<file path="config.mk">
export PLATFORM = sky130hd
export DESIGN_NAME = lcd_cmd_sequencer
export DESIGN_NICKNAME = d
export VERILOG_FILES = /design/src/rtl/lcd_ctrl_pkg.sv /design/src/rtl/lcd_seq_watchdog.sv /design/src/rtl/lcd_cmd_sequencer.sv
export SDC_FILE = /design/constraint.sdc
export NUM_CORES = 1
export LEC_CHECK = 0
export CORE_AREA = 5 5 64 66
export CTS_BUF_LIST = sky130_fd_sc_hd__clkbuf_4 sky130_fd_sc_hd__clkbuf_8 sky130_fd_sc_hd__clkbuf_16
export DETAILED_ROUTE_END_ITERATION = 7
export DIE_AREA = 0 0 69 71
export GPL_ROUTABILITY_DRIVEN = 0
export PLACE_DENSITY = 0.83
export SYNTH_ARGS = -nofsm -noshare
export SYNTH_HDL_FRONTEND = slang
export SYNTH_HIERARCHICAL = 1
export SYNTH_SLANG_ARGS = --single-unit
</file>
<file path="constraint.sdc">
create_clock -name clk -period 7.79 [get_ports clk]
set_input_delay 0.779 -clock clk [delete_from_list [all_inputs] [get_ports clk]]
set_output_delay 0.779 -clock clk [all_outputs]
set_load 0.05 [all_outputs]
</file>
<file path="src/rtl/lcd_ctrl_pkg.sv">
// Shared opcode values and sequencer state encoding for the LCD command path.
// Latency: none (definitions only).
// Backpressure: not applicable.
package lcd_ctrl_pkg;

    localparam logic [3:0] OP_WRITE      = 4'd0;
    localparam logic [3:0] OP_SHIFT_U    = 4'd1;
    localparam logic [3:0] OP_SHIFT_D    = 4'd2;
    localparam logic [3:0] OP_SHIFT_L    = 4'd3;
    localparam logic [3:0] OP_SHIFT_R    = 4'd4;
    localparam logic [3:0] OP_MAX        = 4'd5;
    localparam logic [3:0] OP_MIN        = 4'd6;
    localparam logic [3:0] OP_AVG        = 4'd7;
    localparam logic [3:0] OP_CCW        = 4'd8;
    localparam logic [3:0] OP_CW         = 4'd9;
    localparam logic [3:0] OP_MIRX       = 4'd10;
    localparam logic [3:0] OP_MIRY       = 4'd11;
    localparam logic [3:0] OP_LAST_LEGAL = OP_MIRY;

    typedef enum logic [2:0] {
        ST_IDLE     = 3'd0,
        ST_FETCH    = 3'd1,
        ST_WAITQ    = 3'd2,
        ST_RDY      = 3'd3,
        ST_ACK      = 3'd4,
        ST_FORCE_WR = 3'd5,
        ST_WDONE    = 3'd6,
        ST_FIN      = 3'd7
    } seq_state_t;

    // Opcodes above MIRY have no controller meaning and are dropped from the stream.
    function automatic logic op_is_legal(input logic [3:0] op);
        return (op <= OP_LAST_LEGAL);
    endfunction

endpackage

</file>
<file path="src/rtl/lcd_seq_watchdog.sv">
// Stall watchdog: counts enabled cycles, flags expiry on the WDOG_MAX-th one.
// Latency: expire is combinational in the cycle the count reaches WDOG_MAX-1.
// Backpressure: none; the counter holds at its ceiling until cleared.
module lcd_seq_watchdog #(
    parameter int WDOG_MAX = 1023
) (
    input  logic clk,
    input  logic reset,
    input  logic clear,
    input  logic enable,
    output logic expire
);

    localparam int CW = $clog2(WDOG_MAX + 1);

    logic [CW-1:0] cnt;

    // Count stalled cycles; any cycle outside a waiting state restarts the count.
    always_ff @(posedge clk or posedge reset) begin
        if (reset) begin
            cnt <= '0;
        end else if (clear) begin
            cnt <= '0;
        end else if (enable && (cnt != CW'(WDOG_MAX))) begin
            cnt <= cnt + 1'b1;
        end
    end

    // Fire during the WDOG_MAX-th consecutive enabled cycle so the FSM leaves on that edge.
    always_comb begin
        expire = enable && (cnt == CW'(WDOG_MAX - 1));
    end

endmodule

</file>
<file path="src/rtl/lcd_cmd_sequencer.sv">
// Fetches opcodes from the command ROM and strobes them into the LCD controller until WRITE.
// Latency: fetch-to-strobe 3 cycles when busy is low; one dead cycle after every strobe.
// Backpressure: holds each opcode in RDY while busy is high, bounded by the watchdog.
module lcd_cmd_sequencer
    import lcd_ctrl_pkg::*;
#(
    parameter int ADDR_W   = 6,
    parameter int WDOG_MAX = 1023
) (
    input  logic              clk,
    input  logic              reset,
    input  logic              start,
    output logic              CROM_rd,
    output logic [ADDR_W-1:0] CROM_A,
    input  logic [3:0]        CROM_Q,
    input  logic              busy,
    input  logic              done,
    output logic [3:0]        cmd,
    output logic              cmd_valid,
    output logic [ADDR_W-1:0] cmd_count,
    output logic              finished,
    output logic              script_err,
    output logic              timeout
);

    localparam logic [ADDR_W-1:0] ADDR_LAST = {ADDR_W{1'b1}};
    localparam logic [ADDR_W-1:0] COUNT_MAX = {ADDR_W{1'b1}};

    seq_state_t        state;
    seq_state_t        next_state;
    logic [ADDR_W-1:0] addr;
    logic              wd_en;
    logic              wd_expire;

    lcd_seq_watchdog #(
        .WDOG_MAX (WDOG_MAX)
    ) u_watchdog (
        .clk    (clk),
        .reset  (reset),
        .clear  (!wd_en),
        .enable (wd_en),
        .expire (wd_expire)
    );

    // State register.
    always_ff @(posedge clk or posedge reset) begin
        if (reset) begin
            state <= ST_IDLE;
        end else begin
            state <= next_state;
        end
    end

    // Next-state logic: script walk, handshake wait and watchdog escape.
    always_comb begin
        next_state = state;
        case (state)
            ST_IDLE: begin
                if (start) next_state = ST_FETCH;
            end
            ST_FETCH: begin
                next_state = ST_WAITQ;
            end
            ST_WAITQ: begin
                if (!op_is_legal(CROM_Q)) begin
                    next_state = (addr == ADDR_LAST) ? ST_FORCE_WR : ST_FETCH;
                end else begin
                    next_state = ST_RDY;
                end
            end
            ST_RDY: begin
                if (wd_expire)  next_state = ST_FIN;
                else if (!busy) next_state = ST_ACK;
            end
            ST_ACK: begin
                if (cmd == OP_WRITE)        next_state = ST_WDONE;
                else if (addr == ADDR_LAST) next_state = ST_FORCE_WR;
                else                        next_state = ST_FETCH;
            end
            ST_FORCE_WR: begin
                next_state = ST_RDY;
            end
            ST_WDONE: begin
                if (done || wd_expire) next_state = ST_FIN;
            end
            ST_FIN: begin
                if (start) next_state = ST_FETCH;
            end
            default: begin
                next_state = ST_IDLE;
            end
        endcase
    end

    // Output decode: ROM read, command strobe, watchdog enable and completion level.
    always_comb begin
        CROM_rd   = (state == ST_FETCH);
        cmd_valid = (state == ST_RDY) && !busy;
        wd_en     = ((state == ST_RDY) && busy) || (state == ST_WDONE);
        finished  = (state == ST_FIN);
    end

    assign CROM_A = addr;

    // Datapath: address walk, opcode capture, accepted-command count and sticky flags.
    always_ff @(posedge clk or posedge reset) begin
        if (reset) begin
            addr       <= '0;
            cmd        <= OP_WRITE;
            cmd_count  <= '0;
            script_err <= 1'b0;
            timeout    <= 1'b0;
        end else begin
            case (state)
                ST_IDLE, ST_FIN: begin
                    if (start) begin
                        addr       <= '0;
                        cmd_count  <= '0;
                        script_err <= 1'b0;
                        timeout    <= 1'b0;
                    end
                end
                ST_WAITQ: begin
                    cmd <= CROM_Q;
                    if (!op_is_legal(CROM_Q)) begin
                        script_err <= 1'b1;
                        if (addr != ADDR_LAST) addr <= addr + 1'b1;
                    end
                end
                ST_RDY: begin
                    if (wd_expire) timeout <= 1'b1;
                end
                ST_ACK: begin
                    if (cmd_count != COUNT_MAX) cmd_count <= cmd_count + 1'b1;
                    if ((cmd != OP_WRITE) && (addr != ADDR_LAST)) addr <= addr + 1'b1;
                end
                ST_FORCE_WR: begin
                    cmd        <= OP_WRITE;
                    script_err <= 1'b1;
                end
                ST_WDONE: begin
                    if (!done && wd_expire) timeout <= 1'b1;
                end
                default: begin
                end
            endcase
        end
    end

endmodule

</file>
# After elaboration in Yosys (flattened, before gate mapping)
# Cells that the tools add are included.
# totals
reg_bits	31
word_cells	81
in_bits	9
# classes
n_reduce_logical	24
n_eq_ne	22
n_lt_le_gt_ge	1
addsub	3
n_mux	24
# ops
operator	count
6-bit 2-to-1 mux	5
3-bit 2-to-1 mux	7
3-bit case mux with 7 select lines	1
10-bit 2-to-1 mux	2
6-bit case mux with 3 select lines	1
2-bit inequality test, second input constant	7
6-bit by 1-bit adder with 6-bit output, second input constant	2
3-bit equality test, second input constant	4
6-bit inequality test, second input constant	2
6-bit case mux with 2 select lines	1
10-bit by 1-bit adder with 10-bit output, second input constant	1
10-bit equality test, second input constant	1
10-bit inequality test, second input constant	1
3-bit AND reduction	3
3-bit nonzero test	3
4-bit case mux with 2 select lines	1
3-bit by 2-bit equality test with 1-bit output, second input constant	2
6-bit equality test, second input constant	1
1-bit logical AND	6
1-bit case mux with 3 select lines	2
5-bit AND reduction	1
4-bit less-or-equal comparator, second input constant	1
4-bit logical NOT	1
1-bit 2-to-1 mux	4
10 further kinds	14

# Longest topological paths before layout
# logic_depth
word_depth	7
depth_mapped	12
mapped_depth_nobuf	10

# Modules after synthesis
# The synthesis kept the hierarchy.
# modules_own_cells
module	cells_each	n_inst	area_each_um2	seq_area_each_um2
lcd_cmd_sequencer	160	1	1323.8	525.5
lcd_seq_watchdog	61	1	606.8	250.2

# Worst setup path after synthesis
# No wires, ideal clock.
# synth_timing
kind	reg-to-output
startpoint	reg state[1]
endpoint	out cmd_valid
path_buffers	3
t_arrival_ps	2076
setup_slack_ps	4935
required_time_ps	7011
stages_incl_launch_ff	5
path_cell_list	dfrtp_1 buf_2 buf_2 clkbuf_1 nor3b_1
# synth_between
elab_chain_len	2
# synth_rtl
element	line	source
start, declared	lcd_cmd_sequencer.sv:29	seq_state_t state;
start signal, assigned	lcd_cmd_sequencer.sv:50	state <= next_state;
3-bit by 2-bit equality test with 1-bit output	lcd_cmd_sequencer.sv:98	cmd_valid = (state == ST_RDY) && !busy;
1-bit logical AND	lcd_cmd_sequencer.sv:98	
end, declared	lcd_cmd_sequencer.sv:19	output logic cmd_valid,
# Every way passes these cells.

# Final worst setup path
# layout_timing
startpoint	reg state[0]
endpoint	reg state[2]
# layout_between
elab_chain_len	7
elab_cells_between_ends	19
classes_between	eq/ne: 10; mux: 2; reduce/logical: 7
# layout_rtl
element	line	source
3-bit by 2-bit equality test with 1-bit output	lcd_cmd_sequencer.sv:99	wd_en = ((state == ST_RDY) && busy) || (state == ST_WDONE);
1-bit logical AND	lcd_cmd_sequencer.sv:99	
1-bit logical OR *	lcd_cmd_sequencer.sv:99	
named net wd_en	lcd_cmd_sequencer.sv:32	logic wd_en;
1-bit logical AND *	lcd_seq_watchdog.sv:31	expire = enable && (cnt == CW'(WDOG_MAX - 1));
named net wd_expire	lcd_cmd_sequencer.sv:33	logic wd_expire;
1-bit logical OR	lcd_cmd_sequencer.sv:84	if (done || wd_expire) next_state = ST_FIN;
2-bit inequality test (no source line)	n/a	
3-bit AND reduction (no source line)	n/a	
# Mark *: on every way through the listed nets, which the timed path passes. The rest lies on a longest branch.
# A chain may end at the register's enable or synchronous reset.

==> metrics.txt <==
part of the Yosys area used for sequential elements=0.402; slew margin rel.=0.459; area taken by multi-input logic gates=1080 um2; antenna violations before repair=0; Setup Buffers After CTS=0; Post-Syn Area=1930 um2; FILL cells=329; CTS Buffer Depth=2; crit end category=flip-flop; NumNets Final=261; Post-DRT Antenna Nets=0; vias in the first global route=1687; WHS Endpoint=CROM_A[5]$_DFFE_PP0P_; sequential standard cell area=776 um2; # setup viols final=0; die height=71 um; RSZ-0062 raised after global routing=no; run status=complete, no violations; worst-path fanout max=21; synth top area cells=dfrtp_1, o21ai_0, nand2_1; Hold Crit Class=reg2reg; WL/cell=13.9 um; Final Max Slew Viols=0; Avg Cell Area, Syn=8.74 um2; Final Hold Fails=0; yosys warns=6; maximum VDD drop=0.218 mV; I/O pin cnt=30; CTS tree=built; Vias/cell=5.70; total grt overflow=0; final setup margin=4.60 ns; post_cts resized=0; H-tree levels=2; Critical Path RT=8.03 ns; most frequent cells in the layout=dfrtp_1, clkdlybuf4s50_1, o21ai_0; CP Class=reg2reg; Post-Syn Instances=221; #FFs+latches synth=31; RR Endpoint=state[2]$_DFFE_PP0P_; leakage power=0.000951 uW; # placed instances=289; Layout Skew=0.0114 ns; Setup TNS=0 ns; Sink Count=31; top cell type's share of synthesized area=0.402; Slew @ Worst Pin=0.810 ns; clock root buffer=clkbuf_4; fraction of registers with async set or reset after synthesis=1.00; max cap viols=0; Initial Util=0.548; Row Count=22; Worst EP arrival=3.44 ns; core area=3520 um2; clock latency on the worst-skew pair=0.34 ns; leading cell type in the layout, fill and taps excluded=dfrtp_1; hold buffer count at cts=0; Period minus WS final=3.19 ns; Post-synth EDFFs=0; hpwl dp=2910 um; largest net degree at the start of global routing=27; CP Launch Type=flip-flop; R2R Setup Slk=4.60 ns; port bufs=29; R2R Path Start=state[0]$_DFFE_PP0P_; CTS clk-pin slew, worst paths=0.11 ns; Non-Filler Instances=297; synth-to-layout area growth=20.5%; Routed WL=4120 um; synth unique cells=49; fin crit share=0.410; syn_nets=234; layout cell share with drive strength beyond 1=0.0763; die width=69 um; GRT Util Overall=0.180; Iteration-0 DRC Markers=85; DRC=0; first-pass GRT wire length=7370 um; Total Power=755 uW; PwrDens=324 nW/um2; Worst Hold Path Cells=1; min-delay src=CROM_A[5]$_DFFE_PP0P_; vias=1694; fmax=313 MHz; CTS buffer count=5; Yosys top cell by area=dfrtp_1; FF-to-FF path depth=10; ant diodes=0; Synth Flop Type=dfrtp_1; worst slack, placed=4.35 ns; Die ar.=4900 um2; DRT Pass-1 Iters=4
## state kept, by name, summed over array words and instances (netlist names)
name and cells:
timeout 1, u_watchdog/cnt 10, cmd 4, script_err 1
state 3, cmd_count 6, CROM_A 6
## how the worst max path moves through the flow
stage                              start                    to  cells after the start  slack, ns
floorplan           state[1]$_DFFE_PP0P_             cmd_valid                      4       4.94
global placement                    busy  state[2]$_DFFE_PP0P_                     11       4.53
detailed placement                  busy  state[2]$_DFFE_PP0P_                     11       4.35
CTS                 state[0]$_DFFE_PP0P_             cmd_valid                      3       4.60
global route        state[0]$_DFFE_PP0P_  state[2]$_DFFE_PP0P_                     10       4.23
finish              state[0]$_DFFE_PP0P_  state[2]$_DFFE_PP0P_                     10       4.60
## metal layers
| layer | track usage | routed length, um | vias to the layer above |
|---|---|---|---|
| met5 | 0 | 0 | - |
| met4 | 0.0651 | 54 | 0 |
| met3 | 0.0440 | 199 | 5 |
| met2 | 0.290 | 1900 | 39 |
| met1 | 0.236 | 1970 | 779 |
| li1 | - | - | 871 |
## synthesized netlist by cell type, types with 5 or more instances
cell type,n
o31ai_1,8
dfrtp_1,31
o22ai_1,5
and3_1,6
nor2_1,15
nand2_1,20
buf_2,5
nor2b_1,7
nand3_1,8
nand4_1,5
a21oi_1,12
o21ai_0,26
nand2b_1,6
inv_1,10
## where the power goes
| group | internal, uW | leakage, uW | switching (uW) | total [uW] |
|---|---|---|---|---|
| clock | 75.8 | 0.0000482 | 59.1 | 135 |
| sequential | 190 | 0.000415 | 71.9 | 262 |
| combinational | 134 | 0.000488 | 224 | 359 |
## layout make-up
cell class / instances / area share
inverter: 10 / 0.0161
multi-input combinational: 171 / 0.463
tap: 48 / 0.0258
clock inverter: 2 / 0.0151
sequential: 31 / 0.333
timing repair buffer: 29 / 0.125
clock buffer: 6 / 0.0220
## metrics by stage
| stage | area, um2 | hold WS [ns] | utilization |
|---|---|---|---|
| after CTS | 2330 | 0.515 | 0.661 |
| after floorplan | 1930 | 0.513 | - |
| after global placement | 2240 | 0.481 | 0.636 |
| after global routing | 2330 | 0.523 | 0.661 |
| after detailed placement | 2240 | 0.491 | 0.636 |
| final | 2330 | 0.505 | 0.661 |
## logic make-up (layout without fill, tap and decap cells)
kind of cell,count (synthesis),in the layout,synth area share
AO/OA/AOI/OAI,73,73,0.244
XOR/XNOR,5,5,0.0227
adder cells (fa/ha/maj),4,4,0.0259
buffers and inverters,19,47,0.0402
flip-flops,31,31,0.402
multiplexers,1,1,0.00583
AND/OR/NAND/NOR,88,88,0.260
## critical path, cell delays in order (launching register included)
cell and delay (ns):
dfrtp_1 0.75, nand2b_1 0.26, o21ai_0 0.21, and2_1 0.33, nand4_1 0.13, nor3_1 0.49, nor3_1 0.11, o21ai_0 0.23
o31ai_1 0.18, o2bb2ai_1 0.17, a22o_1 0.24
Power figures use the tool's default switching activity.
